--- config.mk ---
export PLATFORM = sky130hd
export DESIGN_NAME = regfile_wb_arbiter_flat
export DESIGN_NICKNAME = d
export VERILOG_FILES = /design/src/rtl/regfile_ctrl_pkg.sv /design/src/rtl/regfile_wb_arbiter_if.sv /design/src/rtl/rr_arb2.sv /design/src/rtl/regfile_wb_arbiter.sv /design/src/flat_wrapper.sv
export SDC_FILE = /design/constraint.sdc
export NUM_CORES = 1
export LEC_CHECK = 0
export CAP_MARGIN = 20
export CORE_MARGIN = 2
export CORE_UTILIZATION = 43
export DETAILED_ROUTE_END_ITERATION = 12
export PLACE_DENSITY = 0.81
export SETUP_SLACK_MARGIN = 0.1
export SLEW_MARGIN = 20
export SYNTH_ARGS = -nofsm -noshare
export SYNTH_HDL_FRONTEND = slang
export SYNTH_SLANG_ARGS = --single-unit
export TNS_END_PERCENT = 5
--- constraint.sdc ---
create_clock -name clock -period 2.93 [get_ports clock]
set_clock_uncertainty 0.15 [all_clocks]
set_input_delay 0.4395 -clock clock [delete_from_list [all_inputs] [get_ports clock]]
set_output_delay 0.4395 -clock clock [all_outputs]
set_load 0.005 [all_outputs]
--- src/rtl/regfile_ctrl_pkg.sv ---
// Shared widths, sweep bounds and FSM encoding for the regfile write-port
// controller (arbiter, sweep FSM, requester interface).
package regfile_ctrl_pkg;

    localparam int DATA_W   = 32;
    localparam int ADDR_W   = 5;
    localparam int NUM_REGS = 32;

    // Sweep walks FIRST_IDX..LAST_IDX; r0 is hard-wired zero and skipped.
    localparam logic [ADDR_W-1:0] FIRST_IDX = ADDR_W'(1);
    localparam logic [ADDR_W-1:0] LAST_IDX  = ADDR_W'(NUM_REGS - 1);

    localparam logic [1:0] S_IDLE  = 2'd0;
    localparam logic [1:0] S_CLEAR = 2'd1;
    localparam logic [1:0] S_DONE  = 2'd2;

endpackage

--- src/rtl/regfile_wb_arbiter_if.sv ---
// Two writeback requesters (ALU path, multdiv/load path) into the write-port
// controller. master = requester side, slave = controller side.
interface regfile_wb_arbiter_if;
    import regfile_ctrl_pkg::*;

    logic              req0_valid;
    logic              req0_ready;
    logic [ADDR_W-1:0] req0_reg;
    logic [DATA_W-1:0] req0_data;

    logic              req1_valid;
    logic              req1_ready;
    logic [ADDR_W-1:0] req1_reg;
    logic [DATA_W-1:0] req1_data;

    modport master (
        output req0_valid, req0_reg, req0_data,
        output req1_valid, req1_reg, req1_data,
        input  req0_ready, req1_ready
    );

    modport slave (
        input  req0_valid, req0_reg, req0_data,
        input  req1_valid, req1_reg, req1_data,
        output req0_ready, req1_ready
    );

endinterface

--- src/rtl/rr_arb2.sv ---
// Two-way round-robin grant. Ports: clock, ctrl_reset (async, active-low),
// valid0/valid1 requests, block (suppress all grants), gnt0/gnt1 grants.
module rr_arb2 (
    input  logic clock,
    input  logic ctrl_reset,
    input  logic valid0,
    input  logic valid1,
    input  logic block,
    output logic gnt0,
    output logic gnt1
);

    // 0: requester 0 wins a tie, 1: requester 1 wins a tie.
    logic prio;

    always_comb begin
        gnt0 = valid0 & ~block & (~valid1 | ~prio);
        gnt1 = valid1 & ~block & (~valid0 |  prio);
    end

    // The loser of the last grant gets the next tie.
    always_ff @(posedge clock or negedge ctrl_reset) begin
        if (!ctrl_reset) begin
            prio <= 1'b0;
        end else if (gnt0) begin
            prio <= 1'b1;
        end else if (gnt1) begin
            prio <= 1'b0;
        end
    end

endmodule

--- src/rtl/regfile_wb_arbiter.sv ---
// Regfile write-port controller: round-robin writeback arbitration plus a
// zeroing sweep of r1..r31.
// Ports: clock, ctrl_reset (async, active-low), req (requester interface,
// slave side), clear_req/clear_busy/clear_done (sweep control),
// ctrl_writeEn/ctrl_writeReg/data_writeReg (registered regfile write port),
// conflict_cnt (saturating count of contended IDLE cycles).
module regfile_wb_arbiter
    import regfile_ctrl_pkg::*;
#(
    parameter int CNT_W = 16
) (
    input  logic              clock,
    input  logic              ctrl_reset,
    regfile_wb_arbiter_if.slave req,
    input  logic              clear_req,
    output logic              clear_busy,
    output logic              clear_done,
    output logic              ctrl_writeEn,
    output logic [ADDR_W-1:0] ctrl_writeReg,
    output logic [DATA_W-1:0] data_writeReg,
    output logic [CNT_W-1:0]  conflict_cnt
);

    logic [1:0]        state;
    logic              inIdle;
    logic              inDone;
    logic              startClear;
    logic              arbBlock;
    logic              gnt0;
    logic              gnt1;
    logic              grantAny;
    logic [ADDR_W-1:0] grantReg;
    logic [DATA_W-1:0] grantData;
    logic              conflict;

    assign inIdle     = (state == S_IDLE);
    assign inDone     = (state == S_DONE);
    assign startClear = inIdle & clear_req;

    // Grants are allowed in IDLE and in the DONE cycle; a starting sweep
    // and reset both hold every requester off.
    assign arbBlock = ~ctrl_reset | ~(inIdle | inDone) | startClear;

    rr_arb2 uArb (
        .clock      (clock),
        .ctrl_reset (ctrl_reset),
        .valid0     (req.req0_valid),
        .valid1     (req.req1_valid),
        .block      (arbBlock),
        .gnt0       (gnt0),
        .gnt1       (gnt1)
    );

    assign req.req0_ready = gnt0;
    assign req.req1_ready = gnt1;
    assign grantAny       = gnt0 | gnt1;

    always_comb begin
        grantReg  = req.req0_reg;
        grantData = req.req0_data;
        if (gnt1) begin
            grantReg  = req.req1_reg;
            grantData = req.req1_data;
        end
    end

    assign conflict = inIdle & req.req0_valid & req.req1_valid & ~clear_req;

    // During the sweep ctrl_writeReg doubles as the sweep index.
    always_ff @(posedge clock or negedge ctrl_reset) begin
        if (!ctrl_reset) begin
            state         <= S_IDLE;
            clear_busy    <= 1'b0;
            clear_done    <= 1'b0;
            ctrl_writeEn  <= 1'b0;
            ctrl_writeReg <= '0;
            data_writeReg <= '0;
        end else begin
            clear_done   <= 1'b0;
            ctrl_writeEn <= 1'b0;

            unique case (state)
                S_IDLE: begin
                    if (clear_req) begin
                        state         <= S_CLEAR;
                        clear_busy    <= 1'b1;
                        ctrl_writeEn  <= 1'b1;
                        ctrl_writeReg <= FIRST_IDX;
                        data_writeReg <= '0;
                    end
                end
                S_CLEAR: begin
                    if (ctrl_writeReg == LAST_IDX) begin
                        state      <= S_DONE;
                        clear_busy <= 1'b0;
                        clear_done <= 1'b1;
                    end else begin
                        ctrl_writeEn  <= 1'b1;
                        ctrl_writeReg <= ctrl_writeReg + 1'b1;
                    end
                end
                S_DONE: begin
                    state <= S_IDLE;
                end
                default: begin
                    state      <= S_IDLE;
                    clear_busy <= 1'b0;
                end
            endcase

            // Writes to r0 are accepted but never reach the regfile.
            if (grantAny && (grantReg != '0)) begin
                ctrl_writeEn  <= 1'b1;
                ctrl_writeReg <= grantReg;
                data_writeReg <= grantData;
            end
        end
    end

    always_ff @(posedge clock or negedge ctrl_reset) begin
        if (!ctrl_reset) begin
            conflict_cnt <= '0;
        end else if (conflict && (conflict_cnt != '1)) begin
            conflict_cnt <= conflict_cnt + 1'b1;
        end
    end

endmodule

--- src/flat_wrapper.sv ---
// flat-port wrapper written by rule: the top's interface ports become plain ports
module regfile_wb_arbiter_flat import regfile_ctrl_pkg::*;
#(
    parameter int CNT_W = 16
)
  (clock, ctrl_reset, clear_req, clear_busy, clear_done, ctrl_writeEn, ctrl_writeReg, data_writeReg, conflict_cnt, req_req0_valid, req_req0_reg, req_req0_data, req_req1_valid, req_req1_reg, req_req1_data, req_req0_ready, req_req1_ready);
  regfile_wb_arbiter_if req_i ();
  input  logic clock;
  input  logic ctrl_reset;
  input  logic clear_req;
  output logic clear_busy;
  output logic clear_done;
  output logic ctrl_writeEn;
  output logic [ADDR_W-1:0] ctrl_writeReg;
  output logic [DATA_W-1:0] data_writeReg;
  output logic [CNT_W-1:0] conflict_cnt;
  input wire logic [$bits(req_i.req0_valid)-1:0] req_req0_valid;
  input wire logic [$bits(req_i.req0_reg)-1:0] req_req0_reg;
  input wire logic [$bits(req_i.req0_data)-1:0] req_req0_data;
  input wire logic [$bits(req_i.req1_valid)-1:0] req_req1_valid;
  input wire logic [$bits(req_i.req1_reg)-1:0] req_req1_reg;
  input wire logic [$bits(req_i.req1_data)-1:0] req_req1_data;
  output wire logic [$bits(req_i.req0_ready)-1:0] req_req0_ready;
  output wire logic [$bits(req_i.req1_ready)-1:0] req_req1_ready;
  assign req_i.req0_valid = req_req0_valid;
  assign req_i.req0_reg = req_req0_reg;
  assign req_i.req0_data = req_req0_data;
  assign req_i.req1_valid = req_req1_valid;
  assign req_i.req1_reg = req_req1_reg;
  assign req_i.req1_data = req_req1_data;
  assign req_req0_ready = req_i.req0_ready;
  assign req_req1_ready = req_i.req1_ready;
  regfile_wb_arbiter #(.CNT_W(CNT_W)) u_core (.clock(clock), .ctrl_reset(ctrl_reset), .req(req_i), .clear_req(clear_req), .clear_busy(clear_busy), .clear_done(clear_done), .ctrl_writeEn(ctrl_writeEn), .ctrl_writeReg(ctrl_writeReg), .data_writeReg(data_writeReg), .conflict_cnt(conflict_cnt));
endmodule
==> results.txt, run 1 <==
Comb power frac: 0.402
Cell Chain, Critical Path: clkdlybuf4s50_1 -> a21bo_2 -> nor2_1 -> clkdlybuf4s50_1
Horiz. Die Dim: 90.7 µm
register share of total power: 0.378
Final Hold Viols: 0
Setup Fix Bufs, Post-CTS: 0
Slew Viols, Final: 0
Crit Path Category: in2out
# rows: 31
CP most frequent cell: clkdlybuf4s50_1
Clk Latency, worst-skew pair: 340 ps
Final Critical Period: 2570 ps
most frequent cells in the layout: 135 x clkdlybuf4s50_1, 75 x mux2i_1, 59 x dfrtp_1
Area Growth Syn to Fin: 52.0%
Worst path slowest cell: clkdlybuf4s50_1
Required @ worst endpoint: 2340 ps
gpl congestion: 0.872
Die Y-Extent: 90.7 µm
CP Buf/Inv Count: 2
DRC violations left: 0
Rel. slew slack: 0.415
EDFF count, synth: 0
Max FO, Critical Path: 5
share of layout cells above drive strength 1: 0.0949
FF-to-FF setup slack: 470 ps
CTS tree: built
Synth cell types: 53
post-synthesis cell area: 0.00323 mm²
Leak: 2.26 nW
area post-placement: 0.00470 mm²
Clk pwr share: 0.220
num ports: 137
Max Root-Sink Buffers: 2
CP Launch Type: input pin
Critical Path Max Stage Delay: 560 ps
Setup crit end kind: primary output
Num CTS Buffers: 9
drt initial violations: 82
# resized after CTS: 0
Fin Setup TNS: 0 ps
Final Power: 3.61 mW
most common cell after layout, fill and taps aside: clkdlybuf4s50_1
Avg Cell Area, Syn: 11.1 µm²
cts hold-fix bufs: 0
CTS clock-pin slew for the worst setup and hold paths: 60 ps
register area share after synthesis: 0.457
Warnings, synthesis: 0
synthesized instance count: 290
routed wire length: 8210 µm
CTS Sinks: 59
synthesized flop and latch total: 59
ant diodes: 0
GRT Residual Overflow: 0
global-route wire length before repair: 13,700 µm
drt via density: 5.11
Final ANT Viol Nets: 0
Vias: 2,715
Util after Layout: 0.677
status: complete, no violations
# port buffers: 136
RSZ-0062 raised after global routing: false
delay-heaviest family, CP: buffers and inverters
Starting Density: 0.446
Multi-input gate area: 0.00164 mm²
vias in the first global route: 2,854
CORE AREA: 0.00725 mm²
Sw Share: 0.307
Sw Pwr: 1.11 mW
Int Power: 2.50 mW
max-cap check violation count: 0
HPWL Detailed: 6140 µm
fin area: 0.00491 mm²
register area: 0.00148 mm²
final cycle utilization of the critical path: 0.878
PwrDens: 735 mW/mm²
Async S/R FF share, synth: 1.00
Nets: 509
hold_ws: 134 ps
Crit path arrival time: 1980 ps
ys flop type: dfrtp_1
H-tree depth: 3
FILL cells: 563
WL/cell: 15.5 µm
fmax: 0.389 GHz
initial antenna violation count: 0
drt first pass iters: 4
CTS Root Cell: clkbuf_8
GRT Util Overall: 0.208
largest net degree at the start of global routing: 60
Hold Crit Class: in2async
peak supply drop: 0.373 mV
slew at the pin closest to its max-slew limit: 877 ps
die area: 0.00823 mm²
Final setup violation count: 0
syn_nets: 372
## flip-flops by register name (all words and copies together), names as in the netlist
signal	flops
u_core.clear_done	1
u_core.uArb.prio	1
u_core.ctrl_writeEn	1
u_core.clear_busy	1
u_core.ctrl_writeReg	5
u_core.conflict_cnt	16
u_core.state	2
u_core.data_writeReg	32
## synthesized netlist by cell type (all sizes together) (2+ instances only)
| master | instances | area share |
|---|---|---|
| mux2i | 75 | 0.23 |
| dfrtp | 59 | 0.46 |
| nand2 | 39 | 0.045 |
| buf | 11 | 0.024 |
| nor2 | 11 | 0.013 |
| inv | 10 | 0.012 |
| xor2 | 9 | 0.024 |
| nor4 | 8 | 0.022 |
| clkbuf | 6 | 0.0074 |
| nor2b | 5 | 0.010 |
| a21oi | 4 | 0.0074 |
| a31oi | 4 | 0.0077 |
| ha | 3 | 0.012 |
| nand3 | 3 | 0.0062 |
| nor3 | 3 | 0.0046 |
| or2 | 3 | 0.0058 |
| xnor2 | 3 | 0.0081 |
| a211oi | 2 | 0.0062 |
| and3 | 2 | 0.0039 |
| and4 | 2 | 0.0054 |
| mux2 | 2 | 0.0081 |
| nand2b | 2 | 0.0039 |
| nand4 | 2 | 0.010 |
| nor3b | 2 | 0.0046 |
| nor4b | 2 | 0.0093 |
| o21a | 2 | 0.0046 |
| o32ai | 2 | 0.0077 |
## layout make-up
| class | instances | share of cell area |
|---|---|---|
| Multi-Input combinational cell | 204 | 0.335 |
| Sequential cell | 59 | 0.301 |
| Timing Repair Buffer | 143 | 0.289 |
| Clock buffer | 11 | 0.0267 |
| Tap cell | 99 | 0.0252 |
| Clock inverter | 5 | 0.0158 |
| Inverter | 10 | 0.00764 |
## power by group through the flow
| stage | clock (mW) | combinational [mW] | sequential [mW] |
|---|---|---|---|
| floorplan | 0 | 0.605 | 1.34 |
| finish | 0.795 | 1.45 | 1.36 |
| CTS | 0.811 | 1.47 | 1.36 |
| global placement | 0 | 1.42 | 1.37 |
| detailed placement | 0 | 1.47 | 1.36 |
| global route | 0.850 | 1.60 | 1.40 |
## metal layers
layer  wire length (µm)  GRT usage  share of wire  vias to the layer above
li1                   -          -              -                     1298
met1               3460      0.258           0.42                     1291
met5                  0          0              0                        -
met2               4000      0.343           0.49                      110
met3                536     0.0467          0.065                       16
met4                206     0.0962          0.025                        0
## worst paths after layout
check / cells after the start / startpoint / end
worst max-delay path: 4 / req_req0_valid / req_req0_ready
worst min-delay path: 2 / ctrl_reset / u_core.conflict_cnt[1]
worst max register to register: 5 / u_core.state[0] / u_core.data_writeReg[4]
worst min register to register: 1 / u_core.conflict_cnt[15] / u_core.conflict_cnt[15]
max in group asynchronous: 2 / ctrl_reset / u_core.data_writeReg[20]
min in group clock: 1 / u_core.conflict_cnt[15] / u_core.conflict_cnt[15]
## through the flow
stage / std cells / worst slack, ps
after floorplan: 290 / 702
after global placement: 515 / 206
after detailed placement: 515 / 81.1
after CTS: 531 / 363
after global routing: 531 / 260
final: 531 / 358
## cell families after synthesis
family / count (synthesis) / synth area share
multiplexers: 77 / 0.240
flip-flops: 59 / 0.457
buffers and inverters: 27 / 0.0434
AND/OR/NAND/NOR: 89 / 0.159
AO/OA/AOI/OAI: 23 / 0.0565
XOR/XNOR: 12 / 0.0325
adder cells (fa/ha/maj): 3 / 0.0116
No activity file was read; power rests on OpenSTA's default activity.
==> run 2: changes to the inputs <==
- CORE_UTILIZATION: 43 -> 30
- CTS_CLUSTER_DIAMETER: default -> 100
- PLACE_DENSITY: 0.81 -> 0.6
==> results.txt, run 2 (synthesized netlist as in run 1, its figures left out) <==
status: complete, no violations
Max Root-Sink Buffers: 2
setup slack at placement: 321 ps
CP Launch Type: register
Setup crit end kind: primary output
Max FO, Critical Path: 14
Num CTS Buffers: 9
CORE AREA: 0.0104 mm²
Rel. slew slack: 0.506
M3 GR Usage: 0.0400
Worst path slowest cell: dfrtp_1
FILL cells: 997
WL/cell: 14.5 µm
CP Buf/Inv Count: 1
# port buffers: 136
Fin Setup TNS: 0 ps
drt via density: 4.64
hold_ws: 115 ps
Slew Viols, Final: 0
Final ANT Viol Nets: 0
Worst Reg2Reg Path Length in Cells: 7
area post-placement: 0.00474 mm²
Final Power: 3.53 mW
slew at the pin closest to its max-slew limit: 742 ps
drt first pass iters: 4
H-tree depth: 3
Comb power frac: 0.407
FF-to-FF Start: u_core.ctrl_writeReg[0]
max reg flops: 32
Final Hold Viols: 0
PwrDens: 716 mW/mm²
Final Critical Period: 2650 ps
CP startpoint: u_core.state[1]
CTS Sinks: 59
ant diodes: 0
share of layout cells above drive strength 1: 0.0972
met1 usage: 0.188
Area Growth Syn to Fin: 52.6%
drt initial violations: 69
register share of total power: 0.385
final cycle utilization of the critical path: 0.903
GRT Util Overall: 0.147
delay-heaviest family, CP: flip-flops
placed cell count: 552
max-cap check violation count: 0
largest net degree at the start of global routing: 60
Nets: 509
initial antenna violation count: 0
die area: 0.0116 mm²
Clk pwr share: 0.208
largest reg by FF count: u_core.data_writeReg
Clk Latency, worst-skew pair: 330 ps
Vias: 2,635
global-route wire length before repair: 13,500 µm
fin area: 0.00493 mm²
DRC violations left: 0
final std cells w/o fill: 568
Horiz. Die Dim: 108 µm
PnR worst setup slack: 284 ps
GR peak layer: met2
cts hold-fix bufs: 0
# resized after CTS: 0
most common cell after layout, fill and taps aside: clkdlybuf4s50_1
FF-to-FF setup slack: 600 ps
Sw Share: 0.311
vias in the first global route: 2,732
Hold Crit Class: in2async
Util after Layout: 0.476
Int Power: 2.43 mW
biggest regs: u_core.data_writeReg (32), u_core.conflict_cnt (16), u_core.ctrl_writeReg (5)
Die Y-Extent: 108 µm
Critical R2R Capture: u_core.ctrl_writeReg[4]
gpl congestion: 0.845
met2 usage: 0.242
CTS tree: built
Critical Path Max Stage Delay: 610 ps
Leak: 2.25 nW
Final setup violation count: 0
register area: 0.00148 mm²
Starting Density: 0.312
GRT Residual Overflow: 0
Setup Fix Bufs, Post-CTS: 0
HPWL Detailed: 6190 µm
fmax: 0.378 GHz
Sw Pwr: 1.10 mW
# rows: 37
peak supply drop: 0.327 mV
num ports: 137
routed wire length: 8260 µm
most frequent cells in the layout: 135 x clkdlybuf4s50_1, 75 x mux2i_1, 59 x dfrtp_1
Multi-input gate area: 0.00164 mm²
RSZ-0062 raised after global routing: false
CTS Root Cell: clkbuf_8
Crit Path Category: reg2out
Cell Chain, Critical Path: nand2b_1 -> nand2_1 -> nor2_1 -> clkdlybuf4s50_1
Required @ worst endpoint: 2340 ps
Crit path arrival time: 2060 ps
CTS clock-pin slew for the worst setup and hold paths: 70 ps
## run 2: worst max path at each step
| stage | to | depth (start not counted) |
|---|---|---|
| floorplan | u_core.ctrl_writeReg[4] | 7 |
| global placement | req_req0_ready | 4 |
| detailed placement | req_req0_ready | 4 |
| CTS | req_req0_ready | 4 |
| global route | req_req0_ready | 4 |
| finish | req_req0_ready | 4 |
## run 2: worst register-to-register path: stages, from the launching register on
cell and delay [ps]:
dfrtp_1 440, ha_1 230, and3_1 180, ha_1 260, or4b_1 550, a31oi_1 180
nor2_1 50, o32a_1 180
## run 2: power groups by stage
stage / clock [mW] / combinational (mW) / sequential (mW)
detailed placement: 0 / 1.46 / 1.36
finish: 0.734 / 1.44 / 1.36
floorplan: 0 / 0.605 / 1.34
global route: 0.793 / 1.60 / 1.41
global placement: 0 / 1.43 / 1.37
CTS: 0.757 / 1.47 / 1.36
## run 2: final cells by class
class,instances,share of cell area
Tap cell,136,0.0345
Timing Repair Buffer,143,0.286
Clock inverter,5,0.0107
Inverter,10,0.00761
Clock buffer,11,0.0287
Multi-Input combinational cell,204,0.333
Sequential cell,59,0.299
## run 2: per-layer routing
layer | share of wire | up-vias
li1 | - | 1299
met1 | 0.44 | 1222
met2 | 0.48 | 102
met3 | 0.070 | 12
met4 | 0.013 | 0
met5 | 0 | -
==> run 3: changes to the inputs <==
- SLEW_MARGIN: 20 -> 5
- clock period: 2.93 -> 2.8 ns (I/O delays scaled with it)
==> results.txt, run 3 (synthesized netlist as in run 1, its figures left out) <==
critical path depth: 4
Setup Fix Bufs, Post-CTS: 0
drt via density: 4.65
Fin Setup TNS: 0 ps
Leak: 2.26 nW
RSZ-0062 raised after global routing: false
GRT Residual Overflow: 0
# resized after CTS: 0
delay-heaviest family, CP: flip-flops
Vias: 2,643
share of layout cells above drive strength 1: 0.0995
Rel. slew slack: 0.508
Slew Viols, Final: 0
slew at the pin closest to its max-slew limit: 738 ps
Final Hold Viols: 0
Crit path arrival time: 2000 ps
Clk Latency, worst-skew pair: 330 ps
Area Growth Syn to Fin: 53.2%
Worst path slowest cell: dfrtp_1
gpl congestion: 0.837
Hold Crit Class: in2async
Num CTS Buffers: 9
Cell Chain, Critical Path: nand2b_1 -> nand2_1 -> nor2_1 -> clkdlybuf4s50_1
Final Critical Period: 2570 ps
Final ANT Viol Nets: 0
HPWL Detailed: 6280 µm
drt initial violations: 76
CTS Root Cell: clkbuf_8
H-tree depth: 3
setup slack at placement: 239 ps
largest net degree at the start of global routing: 60
CTS Sinks: 59
DRC violations left: 0
global-route wire length before repair: 13,500 µm
final cycle utilization of the critical path: 0.919
largest reg by FF count: u_core.data_writeReg
routed wire length: 8340 µm
Crit Path Category: reg2out
peak supply drop: 0.368 mV
PnR worst setup slack: 226 ps
ant diodes: 0
CP Launch Type: register
CTS tree: built
Worst Reg2Reg Path Length in Cells: 7
Max FO, Critical Path: 14
Horiz. Die Dim: 108 µm
Required @ worst endpoint: 2230 ps
Max Root-Sink Buffers: 2
WL/cell: 14.7 µm
vias in the first global route: 2,710
CP Buf/Inv Count: 1
num ports: 137
Util after Layout: 0.478
Final Power: 3.73 mW
GRT Util Overall: 0.148
CTS clock-pin slew for the worst setup and hold paths: 70 ps
most frequent cells in the layout: 135 x clkdlybuf4s50_1, 75 x mux2i_1, 59 x dfrtp_1
drt first pass iters: 4
FILL cells: 978
max reg flops: 32
Final setup violation count: 0
Setup crit end kind: primary output
biggest regs: u_core.data_writeReg (32), u_core.conflict_cnt (16), u_core.ctrl_writeReg (5)
most common cell after layout, fill and taps aside: clkdlybuf4s50_1
Die Y-Extent: 108 µm
fmax: 0.389 GHz
Critical Path Max Stage Delay: 600 ps
# rows: 37
PwrDens: 752 mW/mm²
max-cap check violation count: 0
Starting Density: 0.312
CORE AREA: 0.0104 mm²
Nets: 511
cts hold-fix bufs: 0
status: complete, no violations
# port buffers: 136
die area: 0.0116 mm²
initial antenna violation count: 0
==> run 3: power by group <==
part	internal, mW	switching [mW]	total [mW]
logic	0.945	0.565	1.51
registers	1.17	0.256	1.43
clock network	0.473	0.312	0.785
total	2.59	1.13	3.73
==> run 3: worst paths after layout <==
check,slack [ps],start,endpoint
worst max register to register,450,u_core.ctrl_writeReg[0],u_core.ctrl_writeReg[4]
min in group clock,350,u_core.conflict_cnt[15],u_core.conflict_cnt[15]
max in group asynchronous,1890,ctrl_reset,u_core.data_writeReg[22]
worst min register to register,350,u_core.conflict_cnt[15],u_core.conflict_cnt[15]
worst max-delay path,230,u_core.state[1],req_req0_ready
worst min-delay path,110,ctrl_reset,u_core.conflict_cnt[0]
==> run 3: per-stage QoR <==
step	instances	hold WS (ps)	area, µm²
final	568	109	4950
after global routing	568	168	4950
after CTS	568	146	4950
after detailed placement	554	342	4750
after global placement	554	336	4750
after floorplan	290	-25.6	3230
==> run 3: metal layers <==
metal / vias to the layer above / global-route usage / routed length [µm]
met5: - / 0 / 0
met4: 0 / 0.0458 / 148
met3: 13 / 0.0436 / 507
met2: 90 / 0.240 / 3970
met1: 1237 / 0.189 / 3710
li1: 1303 / - / -
==> run 3: cell type report <==
type | count | area (µm²) | area share
Clock inverter | 2 | 35.0 | 0.00707
Multi-Input combinational cell | 204 | 1640 | 0.332
Tap cell | 136 | 170 | 0.0344
Clock buffer | 12 | 165 | 0.0334
Timing Repair Buffer | 145 | 1420 | 0.288
Inverter | 10 | 37.5 | 0.00758
Sequential cell | 59 | 1480 | 0.298
